`config.mk`:
```
export PLATFORM = sky130hd
export DESIGN_NAME = dm_wr_arb
export DESIGN_NICKNAME = d
export VERILOG_FILES = /design/src/rtl/dm_wr_arb.sv
export SDC_FILE = /design/constraint.sdc
export NUM_CORES = 1
export LEC_CHECK = 0
export CORE_AREA = 2 2 226 228
export CTS_BUF_LIST = sky130_fd_sc_hd__clkbuf_2 sky130_fd_sc_hd__clkbuf_4 sky130_fd_sc_hd__clkbuf_8
export DETAILED_ROUTE_END_ITERATION = 10
export DIE_AREA = 0 0 228 230
export GPL_TIMING_DRIVEN = 0
export PLACE_DENSITY = 0.47
export SYNTH_ARGS = -nofsm -noshare
export SYNTH_HDL_FRONTEND = slang
export SYNTH_SLANG_ARGS = --single-unit
```
`constraint.sdc`:
```
create_clock -name clk -period 5.2 [get_ports clk]
set_input_delay 1.3 -clock clk [delete_from_list [all_inputs] [get_ports clk]]
set_output_delay 1.3 -clock clk [all_outputs]
set_load 0.005 [all_outputs]
```
`src/rtl/dm_wr_arb.sv`:
```
`default_nettype none
// ============================================================================
// Module   : dm_wr_arb
// Brief    : Round-robin N-channel write-command arbiter feeding one datamover
//            S2MM command/data port.
// Revision : 1.0 - initial release
// ============================================================================
module dm_wr_arb #(
  parameter int CH_NUM     = 4,
  parameter int ADDR_WIDTH = 32,
  parameter int LEN_WIDTH  = 16,
  parameter int DATA_WIDTH = 64
) (
  input  logic                                       clk,
  input  logic                                       rstn,
  input  logic [CH_NUM-1:0]                          ch_req,
  input  logic [CH_NUM*ADDR_WIDTH-1:0]               ch_addr,
  input  logic [CH_NUM*LEN_WIDTH-1:0]                ch_len,
  input  logic [CH_NUM-1:0]                          ch_wvld,
  input  logic [CH_NUM*DATA_WIDTH-1:0]               ch_wdata,
  output logic [CH_NUM-1:0]                          ch_wrdy,
  output logic [CH_NUM-1:0]                          ch_done,
  output logic [CH_NUM-1:0]                          ch_err,
  input  logic                                       wready,
  output logic                                       wstart,
  output logic [ADDR_WIDTH-1:0]                      waddr,
  output logic [LEN_WIDTH-1:0]                       wdata_len,
  output logic                                       wdata_vld,
  output logic [DATA_WIDTH-1:0]                      wdata,
  output logic                                       busy,
  output logic [((CH_NUM > 1) ? $clog2(CH_NUM) : 1)-1:0] cur_ch
);

  localparam int c_ch_w  = (CH_NUM > 1) ? $clog2(CH_NUM) : 1;
  localparam int c_bytes = DATA_WIDTH / 8;
  localparam int c_shift = $clog2(c_bytes);
  localparam int c_bw    = LEN_WIDTH + 1;
  localparam logic [c_bw-1:0]   c_round    = c_bw'(c_bytes - 1);
  localparam logic [c_bw-1:0]   c_beat_one = c_bw'(1);
  localparam logic [c_ch_w-1:0] c_ch_one   = c_ch_w'(1);
  localparam logic [c_ch_w-1:0] c_ch_last  = c_ch_w'(CH_NUM - 1);
  localparam logic [c_ch_w:0]   c_ch_num   = (c_ch_w + 1)'(CH_NUM);

  typedef enum logic [2:0] {
    S_IDLE = 3'd0,
    S_CMD  = 3'd1,
    S_DATA = 3'd2,
    S_DONE = 3'd3,
    S_ERR  = 3'd4
  } state_t;

  state_t                  r_state, w_state_nxt;
  logic [c_ch_w-1:0]       r_ptr, r_cur_ch, w_off, w_sel_idx, w_cur_nxt;
  logic [c_ch_w:0]         w_sum;
  logic [2*CH_NUM-1:0]     w_req_dbl;
  logic [CH_NUM-1:0]       w_req_rot, w_cur_oh;
  logic                    w_sel_vld, w_grant, w_accept;
  logic [ADDR_WIDTH-1:0]   w_sel_addr;
  logic [LEN_WIDTH-1:0]    w_sel_len;
  logic [c_bw-1:0]         w_sel_beats, r_beats, w_beats_nxt;

  logic [CH_NUM-1:0]       r_wrdy, r_done, r_err;
  logic                    r_wstart, r_wvld, r_busy;
  logic [ADDR_WIDTH-1:0]   r_waddr;
  logic [LEN_WIDTH-1:0]    r_wlen;
  logic [DATA_WIDTH-1:0]   r_wdata;

  // Rotate requests so bit 0 is the channel the round-robin search starts at.
  assign w_req_dbl = {ch_req, ch_req};
  assign w_req_rot = w_req_dbl[r_ptr +: CH_NUM];
  assign w_sel_vld = |ch_req;

  always_comb begin
    w_off = '0;
    for (int i = CH_NUM - 1; i >= 0; i--) begin
      if (w_req_rot[i]) w_off = c_ch_w'(i);
    end
    w_sum     = {1'b0, r_ptr} + {1'b0, w_off};
    w_sel_idx = (w_sum >= c_ch_num) ? c_ch_w'(w_sum - c_ch_num) : w_sum[c_ch_w-1:0];
  end

  assign w_sel_addr  = ch_addr[w_sel_idx*ADDR_WIDTH +: ADDR_WIDTH];
  assign w_sel_len   = ch_len[w_sel_idx*LEN_WIDTH +: LEN_WIDTH];
  // One extra bit keeps the round-up from wrapping at the maximum length.
  assign w_sel_beats = ({1'b0, w_sel_len} + c_round) >> c_shift;
  assign w_accept    = (r_state == S_DATA) && ch_wvld[r_cur_ch] && r_wrdy[r_cur_ch];

  always_comb begin
    w_state_nxt = r_state;
    w_grant     = 1'b0;
    case (r_state)
      S_IDLE: begin
        if (w_sel_vld && wready) begin
          w_grant     = 1'b1;
          w_state_nxt = (w_sel_len == '0) ? S_ERR : S_CMD;
        end
      end
      S_CMD:   w_state_nxt = S_DATA;
      S_DATA:  if (w_accept && (r_beats == c_beat_one)) w_state_nxt = S_DONE;
      S_DONE:  w_state_nxt = S_IDLE;
      S_ERR:   w_state_nxt = S_IDLE;
      default: w_state_nxt = S_IDLE;
    endcase
  end

  always_comb begin
    w_cur_nxt   = w_grant ? w_sel_idx : r_cur_ch;
    w_beats_nxt = r_beats;
    if (w_grant)       w_beats_nxt = w_sel_beats;
    else if (w_accept) w_beats_nxt = r_beats - c_beat_one;
    w_cur_oh            = '0;
    w_cur_oh[w_cur_nxt] = 1'b1;
  end

  always_ff @(posedge clk or negedge rstn) begin
    if (!rstn) begin
      r_state  <= S_IDLE;
      r_ptr    <= '0;
      r_cur_ch <= '0;
      r_beats  <= '0;
    end else begin
      r_state  <= w_state_nxt;
      r_cur_ch <= w_cur_nxt;
      r_beats  <= w_beats_nxt;
      if ((r_state == S_DONE) || (r_state == S_ERR))
        r_ptr <= (r_cur_ch == c_ch_last) ? '0 : r_cur_ch + c_ch_one;
    end
  end

  // Every port is driven from a flop; each is computed from the next state.
  always_ff @(posedge clk or negedge rstn) begin
    if (!rstn) begin
      r_wrdy   <= '0;
      r_done   <= '0;
      r_err    <= '0;
      r_wstart <= 1'b0;
      r_waddr  <= '0;
      r_wlen   <= '0;
      r_wvld   <= 1'b0;
      r_wdata  <= '0;
      r_busy   <= 1'b0;
    end else begin
      r_wrdy   <= ((w_state_nxt == S_DATA) && (w_beats_nxt != '0)) ? w_cur_oh : '0;
      r_done   <= (w_state_nxt == S_DONE) ? w_cur_oh : '0;
      r_err    <= (w_state_nxt == S_ERR) ? w_cur_oh : '0;
      r_wstart <= (w_state_nxt == S_CMD);
      r_waddr  <= (w_state_nxt == S_CMD) ? w_sel_addr : '0;
      r_wlen   <= (w_state_nxt == S_CMD) ? w_sel_len : '0;
      r_wvld   <= w_accept;
      if (w_accept) r_wdata <= ch_wdata[r_cur_ch*DATA_WIDTH +: DATA_WIDTH];
      r_busy   <= (w_state_nxt != S_IDLE);
    end
  end

  assign ch_wrdy   = r_wrdy;
  assign ch_done   = r_done;
  assign ch_err    = r_err;
  assign wstart    = r_wstart;
  assign waddr     = r_waddr;
  assign wdata_len = r_wlen;
  assign wdata_vld = r_wvld;
  assign wdata     = r_wdata;
  assign busy      = r_busy;
  assign cur_ch    = r_cur_ch;

endmodule
`default_nettype wire

```
==> results.cfg, run 1 <==
[run_status]
status = finished, final reports clean

[setup_path]
setup.worst_path.end = ch_wrdy[0]$_DFF_PN0_
path_max_fanout = 9
required_ps = 5590
crit_path_frequent_cell = a21oi_1
crit_cells = 20
r2r-start = r_ptr[1]$_DFFE_PN0P_
crit_path_start = ch_req[1]
max_stage_delay_ps = 540
worst_r2r_endpoint = ch_wrdy[0]$_DFF_PN0_
crit_slowest_cell = or4_1
cp_top_family = simple AND/OR/NAND/NOR gates
cp-start-kind = input port
critPathCaptureType = flop
cp.arrival_ps = 5330
reg2regPathDepth = 20
critPathKind = in2reg
crit_chain = dlygate4sd2_1 > nor2_1 > a21oi_1 > nor2_1 > a21oi_1 > a21oi_1 > ha_1 > buf_6 > or4_1 > and4_4 > buf_6 > a21bo_1 > nand4_1 > a41oi_1 > a311o_1 > a2111oi_4 > nor4b_4 > nor4b_4 > buf_4 > nor3b_1
r2r_setup_slack_ps = 700
cp_num_buf_inv = 4

[cts]
clk_latency_ps = 510
root_buffer = clkbuf_8
cts_made_buffers = 17
clk_pin_slew_ps = 90
cts_tree = done
clkSinkCount = 151
htreeDepth = 4
clock_path_buffers = 2

[logic_synthesis]
seq_area_frac_synth_pct = 39.8
yosys.area.top_type_share_pct = 39.8
synth_compound_area_share_pct = 5.45
synthFlopType = dfrtp_1
synthXorXnorAreaFrac_pct = 2.22
synth_area_per_cell_um2 = 13.0
async_flop_share_pct = 100
synth_edf_count = 0
yosysUniqueCellTypes = 66
synth_seq_cells = 151
synth-simple-area-share_pct = 12.5
synth_nets = 1194
synthMuxAreaShare_pct = 36.5
synthTopCellsByArea = dfrtp_1, mux4_2, mux2_2
synthAdderAreaFrac_pct = 0.528
synth_largest_area_cell = dfrtp_1
ys.warnings.count = 0
syn_area_um2 = 9490
synth_top_family_by_area = multiplexers
synthCells = 731

[die]
fp.dieH_um = 230
core_um2 = 49900
die_area_um2 = 52400
die_w_um = 228
fp-row-count = 82
start_util_pct = 19.0
io-pin-count = 588

[worst_hold_path]
min_path_type = reg2reg

[grt]
grt_max_degree = 85
track_usage_pct = 18.5
grt_pass1_vias = 9682
grt_first_pass_wirelength_mm = 69.6
grt_antenna_before_repair = 6
grt_overflow = 0

[detailed_routing]
drt_wl_total_mm = 49.3
wire_per_inst_um = 24.3
drc_errors = 0
drt-pass1-iter-count = 5
drt_iter0_drc = 470
drtAntennaViolNets = 0
vias = 9045
vias_per_cell = 4.46

[place]
dp.cells = 1990
gp_congestion = 0.928
preCtsSetupSlack_ps = -1160
dpl.hpwl_mm = 41.2
portBuffers = 586

[sta]
skew_ps = 10.8
fin_crit_ps = 4940
finalSetupViolations = 0
rsz0062_at_grt = no
hold_viol = 0
fin_ws_ps = 265
relSlewSlack_pct = 23.9
fmax_mhz = 203
maxSlewViolCount = 0
worst_pin_slew_ps = 1140
period_share_pct = 94.9

[layout]
multi_input_area_um2 = 5510
final_cell_mix = clkdlybuf4s50_1, dfrtp_1, mux4_2, mux2_2, nor2_1
finalNetCount = 1804
nFillCells = 5051
final_cells = 2030
drive_gt1_share_pct = 18.9
final_common_cell = clkdlybuf4s50_1
seq_area_um2 = 3780
syn_to_final_growth_pct = 77.2
finish.utilization_pct = 33.7

[pwr]
power_density_nw_per_um2 = 514
irDropWorstVdd_mv = 0.302
p_leak_nw = 6.48

[flow_run]
max_cap_viol_count = 0
[worst min path at each step]
| stage | startpoint | slack, ps | cells after the start | to |
|---|---|---|---|---|
| CTS | wdata[11]$_DFFE_PN0P_ | 520 | 1 | wdata[11]$_DFFE_PN0P_ |
| global placement | wdata[12]$_DFFE_PN0P_ | 490 | 1 | wdata[12]$_DFFE_PN0P_ |
| floorplan | wdata[41]$_DFFE_PN0P_ | 510 | 1 | wdata[41]$_DFFE_PN0P_ |
| global route | wdata[60]$_DFFE_PN0P_ | 530 | 1 | wdata[60]$_DFFE_PN0P_ |
| detailed placement | wdata[25]$_DFFE_PN0P_ | 490 | 1 | wdata[25]$_DFFE_PN0P_ |
| finish | wdata[38]$_DFFE_PN0P_ | 510 | 1 | wdata[38]$_DFFE_PN0P_ |
[power by group]
group          total, mW  switching (mW)  internal (mW)  leakage, nW
clock               1.08           0.534          0.550        0.229
sequential          1.88           0.240           1.64         1.93
combinational       5.68            2.74           2.94         4.32
total               8.64            3.51           5.13         6.48
[final cells by class]
type                    count  share of cell area (%)
multi-input cells         514                    32.8
diodes                      4                  0.0596
plain buffers              55                    1.53
clock inverters            14                    1.26
flip-flops and latches    151                    22.5
well taps                 672                    5.00
inverters                  11                   0.246
clock buffers              18                    1.47
repair buffers            591                    35.2
[sequential cells by signal, indices dropped and copies added, names as in the netlist, 2 cells and up]
| signal | count |
|---|---|
| wdata | 64 |
| waddr | 32 |
| r_beats | 17 |
| wdata_len | 16 |
| ch_done | 4 |
| ch_err | 4 |
| ch_wrdy | 4 |
| r_state | 3 |
| cur_ch | 2 |
| r_ptr | 2 |
[Yosys cell counts, types with 2 or more instances]
library cell,n
a311oi_1,2
nor3_1,16
inv_1,11
nand4_1,13
a21oi_1,22
nor2_1,44
o21ai_0,13
mux4_2,108
clkbuf_1,32
nor3b_1,5
o22ai_1,3
or4_1,4
o211ai_1,3
nor4_1,7
mux2i_1,21
mux2_2,70
nor4b_1,2
nor2b_1,3
and2_1,14
buf_2,9
buf_1,10
buf_6,3
a21boi_0,2
xor2_1,13
a211oi_1,6
or3_1,2
nand2_1,30
dfrtp_1,151
o21a_1,3
nand4b_1,3
nand2b_1,5
and3_1,41
nand3b_1,4
xnor2_1,11
mux2_4,2
ha_1,4
nand3_1,9
a21o_1,2
[logic make-up (layout without fill, tap and decap cells)]
logic type                 Yosys count  after routing
AOI/OAI and AO/OA                   73             73
xor gates and xnor gates            24             24
adders and majority gates            4              4
buffers and inverters               66            689
DFF                                151            151
muxes                              201            201
other                                0              4
and+or+nand+nor                    212            212
[per-stage QoR]
step	instance area [um^2]	hold WS (ps)	power (mW)	TNS [ps]
final	16800	512	8.64	0
after global routing	16800	534	9.19	0
after CTS	16700	516	8.78	0
after detailed placement	16200	494	7.60	-49060
after global placement	16200	490	7.61	-664040
after floorplan	9490	505	5.04	0
[per-layer routing]
layer	routed length [um]	track usage [%]	up-vias	share of wire [%]
li1	-	-	4078	-
met1	19100	20.8	4523	39
met2	25200	32.6	396	51
met3	3640	6.08	48	7.4
met4	1340	6.72	0	2.7
met5	0	0	-	0
[what timing repair did]
item / CTS / global route
gates cloned: 0 / 0
hold buffers: 0 / 0
endpoints found under the setup margin: 54 / 39
buffers inserted: 3 / 1
hold endpoints to repair: 0 / 0
gates resized for setup: 11 / 16
pin swaps: 2 / 4
No activity file was read; power rests on OpenSTA's default activity.
==> inputs of run 2 (changes only) <==
--- a/config.mk
+++ b/config.mk
@@ -5,12 +5,13 @@
 export SDC_FILE = /design/constraint.sdc
 export NUM_CORES = 1
 export LEC_CHECK = 0
-export CORE_AREA = 2 2 226 228
+export CORE_AREA = 2 2 231 233
 export CTS_BUF_LIST = sky130_fd_sc_hd__clkbuf_2 sky130_fd_sc_hd__clkbuf_4 sky130_fd_sc_hd__clkbuf_8
 export DETAILED_ROUTE_END_ITERATION = 10
-export DIE_AREA = 0 0 228 230
+export DIE_AREA = 0 0 233 235
 export GPL_TIMING_DRIVEN = 0
 export PLACE_DENSITY = 0.47
+export SLEW_MARGIN = 20
 export SYNTH_ARGS = -nofsm -noshare
 export SYNTH_HDL_FRONTEND = slang
 export SYNTH_SLANG_ARGS = --single-unit
==> constraint.sdc (replaced) <==
create_clock -name clk -period 4.3 [get_ports clk]
set_input_delay 1.075 -clock clk [delete_from_list [all_inputs] [get_ports clk]]
set_output_delay 1.075 -clock clk [all_outputs]
set_load 0.005 [all_outputs]
==> results.cfg, run 2 (synthesized netlist as in run 1, its figures left out) <==
[run_status]
status = finished with violations
violations = negative setup slack

[sta]
worst_pin_slew_ps = 1080
finalSetupViolations = 4
hold_ws_ps = 491
period_share_pct = 102
fin_ws_ps = -95.8
maxSlewViolCount = 0
rsz0062_at_grt = yes
hold_viol = 0
fin_crit_ps = 4400
skew_ps = 12.3
relSlewSlack_pct = 28.0
fmax_mhz = 227

[layout]
final_cells = 2065
nFillCells = 5261
multi_input_area_um2 = 5700
syn_to_final_growth_pct = 81.5
drive_gt1_share_pct = 22.5
final_cell_mix = clkdlybuf4s50_1, dfrtp_1, mux4_2, mux2_2, nor2_1
seq_area_um2 = 3780
largest_reg_flops = 64
finalNetCount = 1825
final_common_cell = clkdlybuf4s50_1

[grt]
grt_max_degree = 80
grt_overflow = 0
grt_first_pass_wirelength_mm = 66.9
track_usage_pct = 16.9
grt_antenna_before_repair = 5
grt_pass1_vias = 9707

[die]
start_util_pct = 18.2
io-pin-count = 588
fp.dieH_um = 235
fp-row-count = 84
die_w_um = 233
core_um2 = 52200
die_area_um2 = 54800

[setup_path]
setup.worst_path.end = ch_wrdy[1]$_DFF_PN0_
cp_num_buf_inv = 3
crit_chain = buf_8 > nor2b_4 > a21oi_2 > nor2_1 > a211oi_2 > a21oi_2 > ha_4 > buf_16 > mux2i_4 > a2111oi_4 > nand3b_1 > mux2_4 > a311o_1 > a2111oi_4 > nor4b_4 > nor4b_4 > buf_6 > nor3b_2
cp-start-kind = input port
critPathCaptureType = flop
critPathKind = in2reg
crit_cells = 18
crit_path_start = ch_req[3]
r2r-start = r_ptr[1]$_DFFE_PN0P_
required_ps = 4690
reg2regPathDepth = 18
crit_slowest_cell = a2111oi_4
r2r_setup_slack_ps = 0
cp.arrival_ps = 4790
path_max_fanout = 5
max_stage_delay_ps = 440
worst_r2r_endpoint = ch_wrdy[1]$_DFF_PN0_
cp_top_family = compound AO/OA/AOI/OAI gates

[place]
gp_congestion = 0.900
portBuffers = 586
dpl.hpwl_mm = 39.0
dp.cells = 2006

[worst_hold_path]
min_path_type = in2async

[pwr]
finalPower_mw = 10.8
power_density_nw_per_um2 = 626
irDropWorstVdd_mv = 0.519
p_leak_nw = 6.64

[cts]
clock_path_buffers = 2
clk_latency_ps = 510
clk_pin_slew_ps = 100
htreeDepth = 4
cts_made_buffers = 17
cts_tree = done
cts_hold_buf = 0
root_buffer = clkbuf_8
clkSinkCount = 151

[detailed_routing]
vias_per_cell = 4.39
drtAntennaViolNets = 0
drt_wl_total_mm = 47.4
vias = 9058
drt-pass1-iter-count = 5
drt_iter0_drc = 370
wire_per_inst_um = 23.0
drc_errors = 0

[flow_run]
max_cap_viol_count = 0
run 2: worst min-delay path by stage:
| stage | slack [ps] | endpoint | cells past startpoint | from |
|---|---|---|---|---|
| 2_1_floorplan | 510 | wdata[41]$_DFFE_PN0P_ | 1 | wdata[41]$_DFFE_PN0P_ |
| 3_3_place_gp | 490 | wdata[31]$_DFFE_PN0P_ | 1 | wdata[31]$_DFFE_PN0P_ |
| 3_5_place_dp | 490 | wdata[26]$_DFFE_PN0P_ | 1 | wdata[26]$_DFFE_PN0P_ |
| 4_1_cts | 480 | wdata[16]$_DFFE_PN0P_ | 1 | rstn |
| 5_1_grt | 500 | wdata[16]$_DFFE_PN0P_ | 1 | rstn |
| 6_report | 490 | wdata[16]$_DFFE_PN0P_ | 1 | rstn |
run 2: area by class of cell:
type                       count  share of cell area, %
inverter                      11                  0.240
clock inverter                15                   1.10
timing repair buffer         613                   35.6
sequential                   151                   21.9
tap                          688                   5.00
multi-input combinational    514                   33.1
clock buffer                  17                   1.36
antenna                        2                 0.0291
buffer                        54                   1.68
run 2: through the flow:
step	TNS, ps	setup slack [ps]	area [um^2]	utilization, %
6_report	-370	-95.8	17200	33.0
5_1_grt	-843	-211	17200	33.0
4_1_cts	0	15.5	17000	32.6
3_5_place_dp	-83590	-1480	16300	31.2
3_3_place_gp	-784780	-4640	16200	31.1
2_1_floorplan	-563	-106	9520	-
run 2: what timing repair did:
item	4_1_cts	5_1_grt
cloned	1	0
pin swaps	8	24
setup endpoints to repair	57	42
gates resized for setup	51	39
buffers inserted	15	10
run 2: where the power goes:
| part | leakage, nW | switching (mW) | internal [mW] |
|---|---|---|---|
| sequential | 1.93 | 0.296 | 1.98 |
| clock | 0.212 | 0.649 | 0.588 |
| combinational | 4.49 | 3.37 | 3.90 |
| total | 6.64 | 4.32 | 6.47 |
run 2: metal layers:
layer  GRT usage, %  share of wire, %  wire length (um)
met1           19.0                38             18100
met2           29.8                51             24100
met3           5.64               8.4              3990
met4           5.62               2.5              1160
met5              0             0.065                31
